==> config.mk <==
export PLATFORM = sky130hd
export DESIGN_NAME = reg_piso_tx
export DESIGN_NICKNAME = d
export VERILOG_FILES = /design/src/rtl/reg_piso_tx_pkg.sv /design/src/rtl/reg_piso_shift.sv /design/src/rtl/reg_piso_tx.sv
export SDC_FILE = /design/constraint.sdc
export NUM_CORES = 1
export LEC_CHECK = 0
export BUFFER_PORTS_ARGS = -buffer_cell sky130_fd_sc_hd__buf_4
export CAP_MARGIN = 20
export CORE_AREA = 2 2 39 41
export DETAILED_ROUTE_END_ITERATION = 7
export DIE_AREA = 0 0 41 43
export HOLD_SLACK_MARGIN = 0.12
export PLACE_DENSITY_LB_ADDON = 0.05
export SLEW_MARGIN = 5
export SYNTH_ARGS = -nofsm -noshare
export SYNTH_HDL_FRONTEND = slang
export SYNTH_SLANG_ARGS = --single-unit
==> constraint.sdc <==
create_clock -name clk -period 1.9 [get_ports clk]
set_input_delay 0 -clock clk [delete_from_list [all_inputs] [get_ports clk]]
set_output_delay 0 -clock clk [all_outputs]
set_load 0.05 [all_outputs]
==> src/rtl/reg_piso_tx_pkg.sv <==
// reg_piso_tx_pkg: state encoding and line levels for reg_piso_tx (REG_PISO_TX_PARITY_EN adds ST_PARITY)
package reg_piso_tx_pkg;
  localparam logic LINE_IDLE  = 1'b1;
  localparam logic LINE_START = 1'b0;
`ifdef REG_PISO_TX_PARITY_EN
  typedef enum logic [2:0] {
    ST_IDLE   = 3'd0,
    ST_START  = 3'd1,
    ST_DATA   = 3'd2,
    ST_STOP   = 3'd3,
    ST_PARITY = 3'd4
  } state_t;
`else
  typedef enum logic [1:0] {
    ST_IDLE  = 2'd0,
    ST_START = 2'd1,
    ST_DATA  = 2'd2,
    ST_STOP  = 2'd3
  } state_t;
`endif
endpackage

==> src/rtl/reg_piso_shift.sv <==
// reg_piso_shift: WIDTH-bit right shift register with load, zero fill, exposes bit 0
module reg_piso_shift #(
  parameter int WIDTH = 4
) (
  input  logic             clk,
  input  logic             reset,
  input  logic             load,
  input  logic             shift,
  input  logic [WIDTH-1:0] d,
  output logic             q0
);
  logic [WIDTH-1:0] q;
  // load wins over shift; shifting moves the next bit into position 0
  always_ff @(posedge clk) begin
    if (reset) q <= '0;
    else if (load) q <= d;
    else if (shift) q <= q >> 1;
  end
  assign q0 = q[0];
endmodule

==> src/rtl/reg_piso_tx.sv <==
// reg_piso_tx: framed LSB-first serial transmitter, optional even parity via REG_PISO_TX_PARITY_EN
module reg_piso_tx
  import reg_piso_tx_pkg::*;
#(
  parameter int WIDTH = 4
) (
  input  logic             clk,
  input  logic             reset,
  input  logic             enable,
  input  logic             load,
  input  logic [WIDTH-1:0] dato,
  output logic             ready,
  output logic             busy,
  output logic             salida
);
  localparam int CW = $clog2(WIDTH + 1);
  localparam logic [CW-1:0] CMAX = CW'(WIDTH);
  state_t state;
  logic [CW-1:0] cnt;
  logic q0, ld, sh;
`ifdef REG_PISO_TX_PARITY_EN
  logic par;
`endif
  assign ready = state == ST_IDLE;
  assign busy  = !ready;
  assign ld = ready && load;
  assign sh = enable && (state == ST_START || (state == ST_DATA && cnt < CMAX));
  reg_piso_shift #(.WIDTH(WIDTH)) u_shift (
    .clk  (clk),
    .reset(reset),
    .load (ld),
    .shift(sh),
    .d    (dato),
    .q0   (q0)
  );
  // frame sequencer: load edge starts the frame, every other step waits for an enable tick
  always_ff @(posedge clk) begin
    if (reset) begin
      state  <= ST_IDLE;
      salida <= LINE_IDLE;
      cnt    <= '0;
`ifdef REG_PISO_TX_PARITY_EN
      par    <= 1'b0;
`endif
    end else if (ld) begin
      state  <= ST_START;
      salida <= LINE_START;
      cnt    <= '0;
`ifdef REG_PISO_TX_PARITY_EN
      par    <= ^dato;
`endif
    end else if (enable) begin
      case (state)
        ST_START: begin
          salida <= q0;
          cnt    <= CW'(1);
          state  <= ST_DATA;
        end
        ST_DATA: begin
          if (cnt < CMAX) begin
            salida <= q0;
            cnt    <= cnt + CW'(1);
          end else begin
`ifdef REG_PISO_TX_PARITY_EN
            salida <= par;
            state  <= ST_PARITY;
`else
            salida <= LINE_IDLE;
            state  <= ST_STOP;
`endif
          end
        end
`ifdef REG_PISO_TX_PARITY_EN
        ST_PARITY: begin
          salida <= LINE_IDLE;
          state  <= ST_STOP;
        end
`endif
        ST_STOP: state <= ST_IDLE;
        default: state <= ST_IDLE;
      endcase
    end
  end
endmodule

# [After elaboration in Yosys (flattened, before gate mapping)]
# Cells that the tools add are included.
[totals] register_bits=10 in_bits=8 word_cells=39
[op_classes] addsub=1 order_cmp=1 eq_ne=5 n_mux=12 reduce_logical=15
[op_table] op="4-bit 2-to-1 mux" n=2
[op_table] op="3-bit one-hot mux with 2 select lines" n=1
[op_table] op="2-bit AND reduction" n=3
[op_table] op="2-bit nonzero test" n=3
[op_table] op="1-bit 2-to-1 mux" n=5
[op_table] op="2-bit one-hot mux with 2 select lines" n=1
[op_table] op="3-bit by 1-bit adder with 3-bit output, second input constant" n=1
[op_table] op="1-bit logical AND" n=3
[op_table] op="3-bit < comparator, second input constant" n=1
[op_table] op="3-bit 2-to-1 mux" n=1
[op_table] op="3-bit != test, second input constant" n=1
[op_table] op="3-bit AND reduction" n=1
[op_table] op="3-bit nonzero test" n=1
[op_table] op="2-bit by 1-bit == test with 1-bit output, second input constant" n=1
[op_table] op="2-bit == test, second input constant" n=1
[op_table] op="2-bit zero test" n=1
[op_table] op="2-bit 2-to-1 mux" n=1
[op_table] op="2-bit by 1-bit != test with 1-bit output, second input constant" n=1
[op_table] op="2-bit != test, second input constant" n=1
[op_table] op="1-bit one-hot mux with 2 select lines" n=1
[op_table] op="2-bit OR reduction" n=1
[op_table] op="1-bit zero test" n=1
[op_table] op="1-bit logical OR" n=1

# [Depth between registers and ports, before layout]
# Gate-level depths: netlist of run 1.
[depth] word_depth=6 mapped_depth=6

# [By module]
# Synthesis of run 1 repeated with hierarchy kept, for this count alone.
[hier_totals] hier_cells=64 area_unflattened_um2=548.0
[modules_own_cells] mod="reg_piso_tx" n_inst=1 cells_per_inst=47 area_per_inst_um2=375.4
[modules_own_cells] mod="reg_piso_shift" n_inst=1 cells_per_inst=17 area_per_inst_um2=172.7

# [Least setup slack after synthesis of run 1]
# OpenSTA, ideal clock, no wires.
[synth_path] kind="reg-to-reg" startpoint="register state[0]" endpoint="register state[0]" setup_ns=0.086 t_arrival_ns=1.519 t_required_ns=1.814 slack_ns=0.295 path_stages_with_launch=7 synth_period_minus_slack_ns=1.605 cell_sequence="dfxtp_1 -> inv_1 -> ha_1 -> and2_1 -> buf_2 -> o21ai_0 -> a211oi_1"
[synth_between] elab_chain_len=4
[synth_lines] item="start, declared" line_no="reg_piso_tx.sv:18" rtl="state_t state;"
[synth_lines] item="start signal, assigned" line_no="reg_piso_tx.sv:39" rtl="state <= ST_IDLE;"
[synth_lines] item="start signal, assigned" line_no="reg_piso_tx.sv:46" rtl="state <= ST_START;"
[synth_lines] item="start signal, assigned" line_no="reg_piso_tx.sv:57" rtl="state <= ST_DATA;"
[synth_lines] item="2-bit zero test (*)" line_no="reg_piso_tx.sv:24" rtl="assign ready = state == ST_IDLE;"
[synth_lines] item="via ready" line_no="reg_piso_tx.sv:12" rtl="output logic ready,"
[synth_lines] item="1-bit logical AND (*)" line_no="reg_piso_tx.sv:26" rtl="assign ld = ready && load;"
[synth_lines] item="3-bit != test (no line) / 2-bit nonzero test (equally long branches)"
[synth_lines] item="2-bit AND reduction (no line)"
# Mark *: on every way through the listed nets, which the timed path passes. The rest lies on a longest branch. The select of a mux whose other input is x is not followed.
# A chain may end at the register's enable or synchronous reset.

# [Final worst setup path of run 1]
[layout_path] startpoint="register state[0]" endpoint="register u_shift.q[3]"
[layout_between] elab_chain_len=5
[layout_lines] item="2-bit == test" line_no="reg_piso_tx.sv:27" rtl="assign sh = enable && (state == ST_START || (state == ST_DATA && cnt < CMAX));"
[layout_lines] item="1-bit logical AND" line_no="reg_piso_tx.sv:27"
[layout_lines] item="1-bit logical OR" line_no="reg_piso_tx.sv:27"
[layout_lines] item="1-bit logical AND" line_no="reg_piso_tx.sv:27"
[layout_lines] item="2-bit nonzero test (no line)"
[layout_lines] item="end signal, assigned" line_no="reg_piso_shift.sv:17" rtl="else if (shift) q <= q >> 1;"
[layout_lines] item="end, declared" line_no="reg_piso_shift.sv:12" rtl="logic [WIDTH-1:0] q;"
# Several ways; a longest one is shown, not always the timed one.

==> results of run 1 <==
[flip-flops by register name, indices dropped and copies added, names as in the netlist]
register and cells:
salida 1, cnt 3, u_shift.q 4, state 2
[cells by family (layout without fill, tap and decap cells)]
logic type      count (synthesis)  count (layout)  synth area share (%)
compound gates                 14              14                  22.0
fa+ha+maj                       5               5                  11.3
flops                          10              10                  36.3
mux                             4               4                  7.26
buf+inv                         7              26                  5.21
simple gates                   18              18                  17.9
[power by group through the flow]
stage | sequential (mW) | combinational, mW | clock [mW]
2_1_floorplan | 0.248 | 0.101 | 0
3_3_place_gp | 0.241 | 0.147 | 0
3_5_place_dp | 0.240 | 0.145 | 0
4_1_cts | 0.236 | 0.158 | 0.195
5_1_grt | 0.238 | 0.178 | 0.214
6_report | 0.236 | 0.161 | 0.190
[metal layers]
layer	part of all wire, %	routed length [um]	vias to the layer above
met5	0	0	-
met4	1.2	12	0
met2	49	501	8
li1	-	-	245
met3	3.3	34	2
met1	47	477	218
[Yosys cell counts (all sizes together)]
master	n	area, um^2
a2111oi	1	15.0
a211oi	4	30.0
a21o	1	8.76
a21oi	1	5.00
a22oi	1	7.51
a32oi	1	8.76
and2	1	6.26
and2b	1	7.51
and3	1	7.51
buf	3	13.8
dfxtp	10	200
ha	5	62.6
inv	4	15.0
mux2i	4	40.0
nand2	4	15.0
nand2b	2	12.5
nand3	1	5.00
nor2	3	11.3
nor2b	1	13.8
nor3	4	20.0
o21a	1	7.51
o21ai	3	30.0
o221ai	1	8.76
[metrics by stage]
| stage | power, mW | hold slack, ns | std cells |
|---|---|---|---|
| after floorplan | 0.349 | 0.140 | 58 |
| after global placement | 0.387 | 0.263 | 81 |
| after detailed placement | 0.386 | 0.263 | 81 |
| after CTS | 0.590 | 0.200 | 92 |
| after global routing | 0.629 | 0.120 | 93 |
| final | 0.587 | 0.109 | 93 |
[cell type report]
type | count | area (um^2) | share of cell area, %
sequential | 10 | 200 | 26.6
multi-input combinational | 41 | 329 | 43.7
tap | 16 | 20.0 | 2.66
inverter | 4 | 15.0 | 1.99
clock buffer | 4 | 36.3 | 4.82
timing repair buffer | 18 | 153 | 20.3
[worst max-delay path, cell delays in order (launching register included)]
cell and delay, ns:
dfxtp_1 0.32, inv_1 0.12, ha_2 0.23, nor2b_4 0.22, o21ai_4 0.08, nand3_1 0.08, a21oi_1 0.06, dlygate4sd3_1 0.55
[final timing paths]
path | startpoint | endpoint | cells after the start
setup reg to reg | state[0] | u_shift.q[3] | 7
hold reg to reg | cnt[0] | cnt[0] | 2
setup / recovery | state[0] | u_shift.q[3] | 7
hold / removal | load | u_shift.q[2] | 3
[timing repair]
action                                  CTS  global route
hold buffers                              7             0
endpoints found under the setup margin    0             1
endpoints found under the hold margin    10             0
gates resized for setup                   0             3
setup buffers                             0             1
==> results.json, run 1 <==
{
  "finalHoldViolations": 0,
  "antenna_cells": 0,
  "use_met3_pct": 3.14,
  "layout_commonest_cell": "buf_4",
  "fill_cells": 134,
  "max_freq_mhz": 562,
  "pin_count": 11,
  "gr-max-usage-layer": "met2",
  "synth-seq-cells": 10,
  "initial_core_util_pct": 39.9,
  "postSynthCellCount": 58,
  "fin_crit_ns": 1.78,
  "antenna_found_initial": 0,
  "dp_hpwl_um": 722,
  "met2_usage_pct": 25.0,
  "core-area_um2": 1380,
  "clk_pin_slew_ns": 0.07,
  "dr.pass1.iters": 2,
  "cts-root-buf": "clkbuf_4",
  "yosysSeqAreaShare_pct": 36.3,
  "arrival_ns": 1.93,
  "finalSetupTns_ns": 0,
  "viasPerCell": 5.09,
  "finalCritPeriodShare_pct": 93.6,
  "cts.sinks": 10,
  "power_density_nw_per_um2": 780,
  "worst-r2r-setup-slack_ns": 0.12,
  "avgSynthCellArea_um2": 9.51,
  "numCtsBuffers": 3,
  "worst_slack_ns": 0.121,
  "post_drt_wl_per_cell_um": 11.0,
  "start_kind": "flop",
  "crit_type": "flop to flop",
  "drv_slew": 0,
  "drtIter0Drc": 2,
  "p_sw_share_pct": 29.8,
  "outcome": "completed",
  "setup_viol": 0,
  "place_area_um2": 633,
  "fin_util_pct": 54.4,
  "synth_area_um2": 552,
  "grt_pass1_wl_um": 1950,
  "irDropWorstVdd_v": 0.000476,
  "wirelength_um": 1020,
  "final_area_um2": 753,
  "p_int_mw": 0.412,
  "relSlewSlack_pct": 83.6,
  "ys_types": 26,
  "cts_tree": "yes",
  "worst_pin_slew_ns": 0.246,
  "fin_worst_skew_ns": 0.00110,
  "die_y_um": 43,
  "grtUsageMet1_pct": 20.3,
  "ys_warn_count": 0,
  "layout_common_cells": "buf_4, dfxtp_1, dlygate4sd3_1",
  "die_w_um": 41,
  "final_nets": 91,
  "clock_power_share_pct": 32.4,
  "grt_use_total_pct": 16.5,
  "ctsHtreeMaxLevel": 1,
  "clk_latency_ns": 0.26,
  "grt-ovfl-total": 0,
  "comb_power_share_pct": 27.4,
  "p_sw_mw": 0.175,
  "synth.net_count": 71,
  "grt_pass1_vias": 473,
  "grt_max_degree": 11,
  "clock_path_buffers": 2,
  "layout-drive-gt1-share_pct": 31.2,
  "die_area_um2": 1760,
  "ant_nets": 0,
  "leakage_nw": 0.337,
  "port_buffers": 10,
  "gp_congestion": 0.717,
  "hp-class": "primary input to flop",
  "rsz0062_at_grt": "no",
  "cp-end-kind": "flop",
  "vias": 473,
  "critPathMaxFanout": 5,
  "seqPwrFrac_pct": 40.2,
  "drc": 0,
  "syn2layout_area_growth_pct": 36.5,
  "place_ws_ns": 0.434,
  "row_count": 14,
  "maxCapViolations": 0,
  "crit_required_ns": 2.05
}
No activity file was read; power rests on OpenSTA's default activity.
==> run 2: changes to the inputs <==
--- a/config.mk
+++ b/config.mk
@@ -7,9 +7,11 @@
 export LEC_CHECK = 0
 export BUFFER_PORTS_ARGS = -buffer_cell sky130_fd_sc_hd__buf_4
 export CAP_MARGIN = 20
-export CORE_AREA = 2 2 39 41
+export CELL_PAD_IN_SITES_DETAIL_PLACEMENT = 0
+export CELL_PAD_IN_SITES_GLOBAL_PLACEMENT = 2
+export CORE_MARGIN = 1
+export CORE_UTILIZATION = 30
 export DETAILED_ROUTE_END_ITERATION = 7
-export DIE_AREA = 0 0 41 43
 export HOLD_SLACK_MARGIN = 0.12
 export PLACE_DENSITY_LB_ADDON = 0.05
 export SLEW_MARGIN = 5
==> results.json, run 2 (synthesis gave the netlist of run 1 again) <==
{
  "critPathMaxFanout": 5,
  "layout_commonest_cell": "buf_4",
  "crit_required_ns": 2.11,
  "finalCritPeriodShare_pct": 94.0,
  "ff2ff_path_depth": 7,
  "fin_worst_skew_ns": 0.00211,
  "arrival_ns": 2.00,
  "largest_register_ffs": 4,
  "start_kind": "flop",
  "crit_type": "flop to flop",
  "finalPower_mw": 0.594,
  "drc": 0,
  "fin_crit_ns": 1.79,
  "syn2layout_area_growth_pct": 41.7,
  "power_density_nw_per_um2": 760,
  "antenna_cells": 0,
  "port_buffers": 10,
  "die_area_um2": 2010,
  "wirelength_um": 1110,
  "grt_max_degree": 11,
  "vias": 475,
  "gp_congestion": 0.696,
  "max_freq_mhz": 560,
  "finalHoldViolations": 0,
  "relSlewSlack_pct": 83.0,
  "cp-end-kind": "flop",
  "cts_tree": "yes",
  "layout-drive-gt1-share_pct": 34.2,
  "grt-ovfl-total": 0,
  "worst_slack_ns": 0.115,
  "final_nets": 93,
  "fin_util_pct": 45.3,
  "antenna_found_initial": 0,
  "clk_pin_slew_ns": 0.07,
  "reg_top3": "u_shift.q: 4 flops, cnt: 3 flops, state: 2 flops",
  "core-area_um2": 1730,
  "ctsHtreeMaxLevel": 1,
  "grt_pass1_vias": 467,
  "numCtsBuffers": 3,
  "initial_core_util_pct": 32.0,
  "hp-class": "primary input to flop",
  "dp.cells": 90,
  "layout.cells.non_filler": 104,
  "place_ws_ns": 0.430,
  "die_w_um": 44.9,
  "finalSetupTns_ns": 0,
  "ant_nets": 0,
  "row_count": 15,
  "leakage_nw": 0.348,
  "dr.pass1.iters": 3,
  "dp_hpwl_um": 779,
  "top_register": "u_shift.q",
  "cts-root-buf": "clkbuf_4",
  "place_area_um2": 644,
  "grt_pass1_wl_um": 2030,
  "outcome": "completed",
  "viasPerCell": 4.57,
  "multi_input_area_um2": 330,
  "grt_use_total_pct": 14.2,
  "layout_common_cells": "buf_4, dfxtp_1, dlygate4sd3_1",
  "die_y_um": 44.9,
  "pin_count": 11,
  "fill_cells": 173,
  "setup_viol": 0,
  "drtIter0Drc": 4,
  "drv_slew": 0,
  "post_drt_wl_per_cell_um": 10.7,
  "final_area_um2": 782,
  "worst_pin_slew_ns": 0.255,
  "maxCapViolations": 0,
  "clock_path_buffers": 2,
  "irDropWorstVdd_v": 0.000345,
  "seq_area_um2": 201,
  "worst_hold_slack_ns": 0.136,
  "cts.sinks": 10,
  "min_path_cells": 3,
  "clk_latency_ns": 0.26
}
[run 2: changes by cell type in the layout (fill, tap and decap cells not counted)]
cell	delta
buf_4	+2
a21oi_1	-1
a21oi_2	+1
dfxtp_1	-1
dfxtp_2	+1
nand2_1	+1
nand2_2	-1
[run 2: per-layer routing]
layer	global-route usage [%]	wire (um)
met4	5.45	9
met3	6.00	42
met1	18.1	586
met5	0	0
met2	21.2	475
[run 2: path summary, 6_finish.rpt]
kind / from / endpoint / slack [ns]
worst max register to register: state[0] / u_shift.q[3] / 0.11
worst max-delay path: state[0] / u_shift.q[3] / 0.11
worst min-delay path: load / cnt[0] / 0.14
worst min register to register: cnt[0] / cnt[0] / 0.49
[run 2: worst max-delay path: stages (launching register included)]
cell           delay, ns
dfxtp_2             0.33
inv_1               0.08
ha_2                0.22
nor2b_4             0.14
o21ai_4             0.17
nand3_1             0.11
a21oi_2             0.12
dlygate4sd3_1       0.55
[run 2: layout make-up]
type	count	share of cell area (%)
clock buffers	4	4.64
inverters	4	1.92
multi-input cells	41	42.2
flip-flops and latches	10	25.8
well taps	25	4.00
repair buffers	20	21.4
[run 2: power breakdown]
| part | internal (mW) | switching [mW] | total (mW) | leakage, nW |
|---|---|---|---|---|
| Sequential | 0.227 | 0.00889 | 0.236 | 0.0824 |
| Combinational | 0.0717 | 0.0946 | 0.166 | 0.245 |
| Clock | 0.116 | 0.0761 | 0.192 | 0.0210 |
| Total | 0.415 | 0.180 | 0.594 | 0.348 |
[run 2: what timing repair did]
action	in CTS	in global routing
hold endpoints to repair	10	0
hold buffers	7	0
endpoints found under the setup margin	0	1
gates resized for setup	0	4
setup buffers	0	3
==> run 3: changes to the inputs <==
--- a/config.mk
+++ b/config.mk
@@ -5,15 +5,17 @@
 export SDC_FILE = /design/constraint.sdc
 export NUM_CORES = 1
 export LEC_CHECK = 0
+export ABC_AREA = 1
 export BUFFER_PORTS_ARGS = -buffer_cell sky130_fd_sc_hd__buf_4
 export CAP_MARGIN = 20
 export CELL_PAD_IN_SITES_DETAIL_PLACEMENT = 0
 export CELL_PAD_IN_SITES_GLOBAL_PLACEMENT = 2
 export CORE_MARGIN = 1
-export CORE_UTILIZATION = 30
+export CORE_UTILIZATION = 28
 export DETAILED_ROUTE_END_ITERATION = 7
 export HOLD_SLACK_MARGIN = 0.12
 export PLACE_DENSITY_LB_ADDON = 0.05
+export REMOVE_ABC_BUFFERS = 1
 export SLEW_MARGIN = 5
 export SYNTH_ARGS = -nofsm -noshare
 export SYNTH_HDL_FRONTEND = slang
==> results.json, run 3 <==
{
  "pin_count": 11,
  "hold_start": "load",
  "finalPower_mw": 0.618,
  "numCtsBuffers": 3,
  "irDropWorstVdd_v": 0.000462,
  "ant_nets": 0,
  "finalCritPeriodShare_pct": 94.7,
  "synth.most_common_cell": "nand2_1",
  "final_area_um2": 801,
  "grt_pass1_wl_um": 2080,
  "synth_flop_cell": "dfxtp_1",
  "synth_top_area_cell": "dfxtp_1",
  "yosysSeqAreaShare_pct": 34.6,
  "fin_worst_skew_ns": 0.00264,
  "dp_hpwl_um": 902,
  "slowest_stage": "dlygate4sd3_1",
  "crit_type": "flop to flop",
  "max_freq_mhz": 556,
  "synth.top_cells.by_area": "dfxtp_1, nand2_1, ha_1",
  "cp-end-kind": "flop",
  "wirelength_um": 1210,
  "final_nets": 120,
  "synth_area_um2": 579,
  "reg_top3": "u_shift.q: 4 flops, cnt: 3 flops, state: 2 flops",
  "synth.top_cell.area_share_pct": 34.6,
  "layout_commonest_cell": "nand2_1",
  "maxCapViolations": 0,
  "cp_slowest_stage_delay_ns": 0.56,
  "crit_chain": "inv_1 -> ha_1 -> nand2_4 -> nand3_2 -> nand2_4 -> nand2_1 -> a21oi_1 -> dlygate4sd3_1",
  "finalSetupTns_ns": 0,
  "antenna_cells": 0,
  "power_density_nw_per_um2": 772,
  "antenna_found_initial": 0,
  "critPathMaxFanout": 7,
  "ys_types": 17,
  "ctsHtreeMaxLevel": 1,
  "grt_pass1_vias": 458,
  "avgSynthCellArea_um2": 6.98,
  "timing.critical_path.buf_inv": 2,
  "clk_pin_slew_ns": 0.06,
  "grt_use_total_pct": 13.7,
  "worst_pin_slew_ns": 0.172,
  "relSlewSlack_pct": 88.5,
  "viasPerCell": 4.19,
  "worst_hold_slack_ns": 0.168,
  "fin_crit_ns": 1.80,
  "worst_slack_ns": 0.102,
  "clock_path_buffers": 2,
  "largest_register_ffs": 4,
  "finalHoldViolations": 0,
  "arrival_ns": 2.00,
  "leakage_nw": 0.396,
  "die_y_um": 47.5,
  "crit_top_cell": "nand2_4",
  "start_kind": "flop",
  "layout-drive-gt1-share_pct": 24.8,
  "layout_common_cells": "nand2_1, inv_1, buf_4",
  "grt-ovfl-total": 0,
  "dr.pass1.iters": 4,
  "cts_tree": "yes",
  "syn2layout_area_growth_pct": 38.2,
  "row_count": 16,
  "place_ws_ns": 0.543,
  "post_drt_wl_per_cell_um": 9.19,
  "core-area_um2": 1960,
  "postSynthCellCount": 83,
  "gp_congestion": 0.687,
  "async_flop_share_pct": 0,
  "crit_required_ns": 2.11,
  "startpoint": "state[0]",
  "die_area_um2": 2250,
  "synth_common_cells": "nand2_1, inv_1, dfxtp_1",
  "drc": 0,
  "drtIter0Drc": 8,
  "synth-seq-cells": 10,
  "initial_core_util_pct": 29.5,
  "path_delay_family": "buffers and inverters",
  "reg2reg_from": "state[0]",
  "clk_latency_ns": 0.26,
  "hp-class": "primary input to flop",
  "cts.sinks": 10,
  "die_w_um": 47.5,
  "drv_slew": 0,
  "vias": 553,
  "fill_cells": 234,
  "synth_edf_count": 0,
  "top_register": "u_shift.q",
  "cts-root-buf": "clkbuf_4",
  "setup_viol": 0,
  "port_buffers": 10,
  "outcome": "completed",
  "place_area_um2": 688,
  "ys_warn_count": 0,
  "grt_max_degree": 8
}
run 3: cell count changes after synthesis, sizes merged, moves of 3 or more:
cell,delta
inv,+10
mux2i,-4
nand3,+5
nand2,+22
a211oi,-4
nor3,-3
nor2,+6
buf,-3
a21oi,+3
run 3: worst min-delay path, stage by stage:
cell	delay, ns
buf_4	0.09
nand2_4	0.08
nand2_1	0.06
o21ai_0	0.08
nor2_1	0.08
run 3: what timing repair did:
item | 4_1_cts | 5_1_grt
setup endpoints to repair | 0 | 1
endpoints found under the hold margin | 10 | 0
hold buffers | 6 | 0
resized for setup | 0 | 2
buffers inserted | 0 | 3
run 3: metal layers:
layer | vias to the layer above | wire length (um) | GRT usage (%)
met5 | - | 0 | 0
met4 | 0 | 13 | 5.14
met3 | 2 | 60 | 5.66
met2 | 10 | 530 | 19.5
met1 | 239 | 609 | 18.5
li1 | 302 | - | -
run 3: final cells by class:
| class | count | area [um^2] | area share (%) |
|---|---|---|---|
| multi-input cells | 58 | 328 | 40.9 |
| inverters | 15 | 58.8 | 7.34 |
| well taps | 27 | 33.8 | 4.22 |
| repair buffers | 19 | 158 | 19.7 |
| clock buffers | 3 | 22.5 | 2.81 |
| flip-flops and latches | 10 | 200 | 25.0 |
run 3: cell families after synthesis:
logic type / synth area share (%)
AND/OR/NAND/NOR: 35.4
buffers and inverters: 10.2
AO/OA/AOI/OAI: 9.07
flip-flops: 34.6
adder cells (fa/ha/maj): 10.8
run 3: power by group:
group          switching, mW  internal [mW]
clock                 0.0730         0.0732
sequential           0.00904          0.232
combinational          0.141         0.0899
run 3: final timing paths:
check | end | slack (ns) | cells after the start
setup / recovery | u_shift.q[3] | 0.10 | 8
hold / removal | state[0] | 0.17 | 5
setup reg to reg | u_shift.q[3] | 0.10 | 8
hold reg to reg | cnt[1] | 0.49 | 2
run 3: through the flow:
stage,utilization (%),cells
after global routing,40.8,132
after global placement,35.1,120
after floorplan,-,83
after CTS,39.3,129
final,40.8,132
after detailed placement,35.1,120
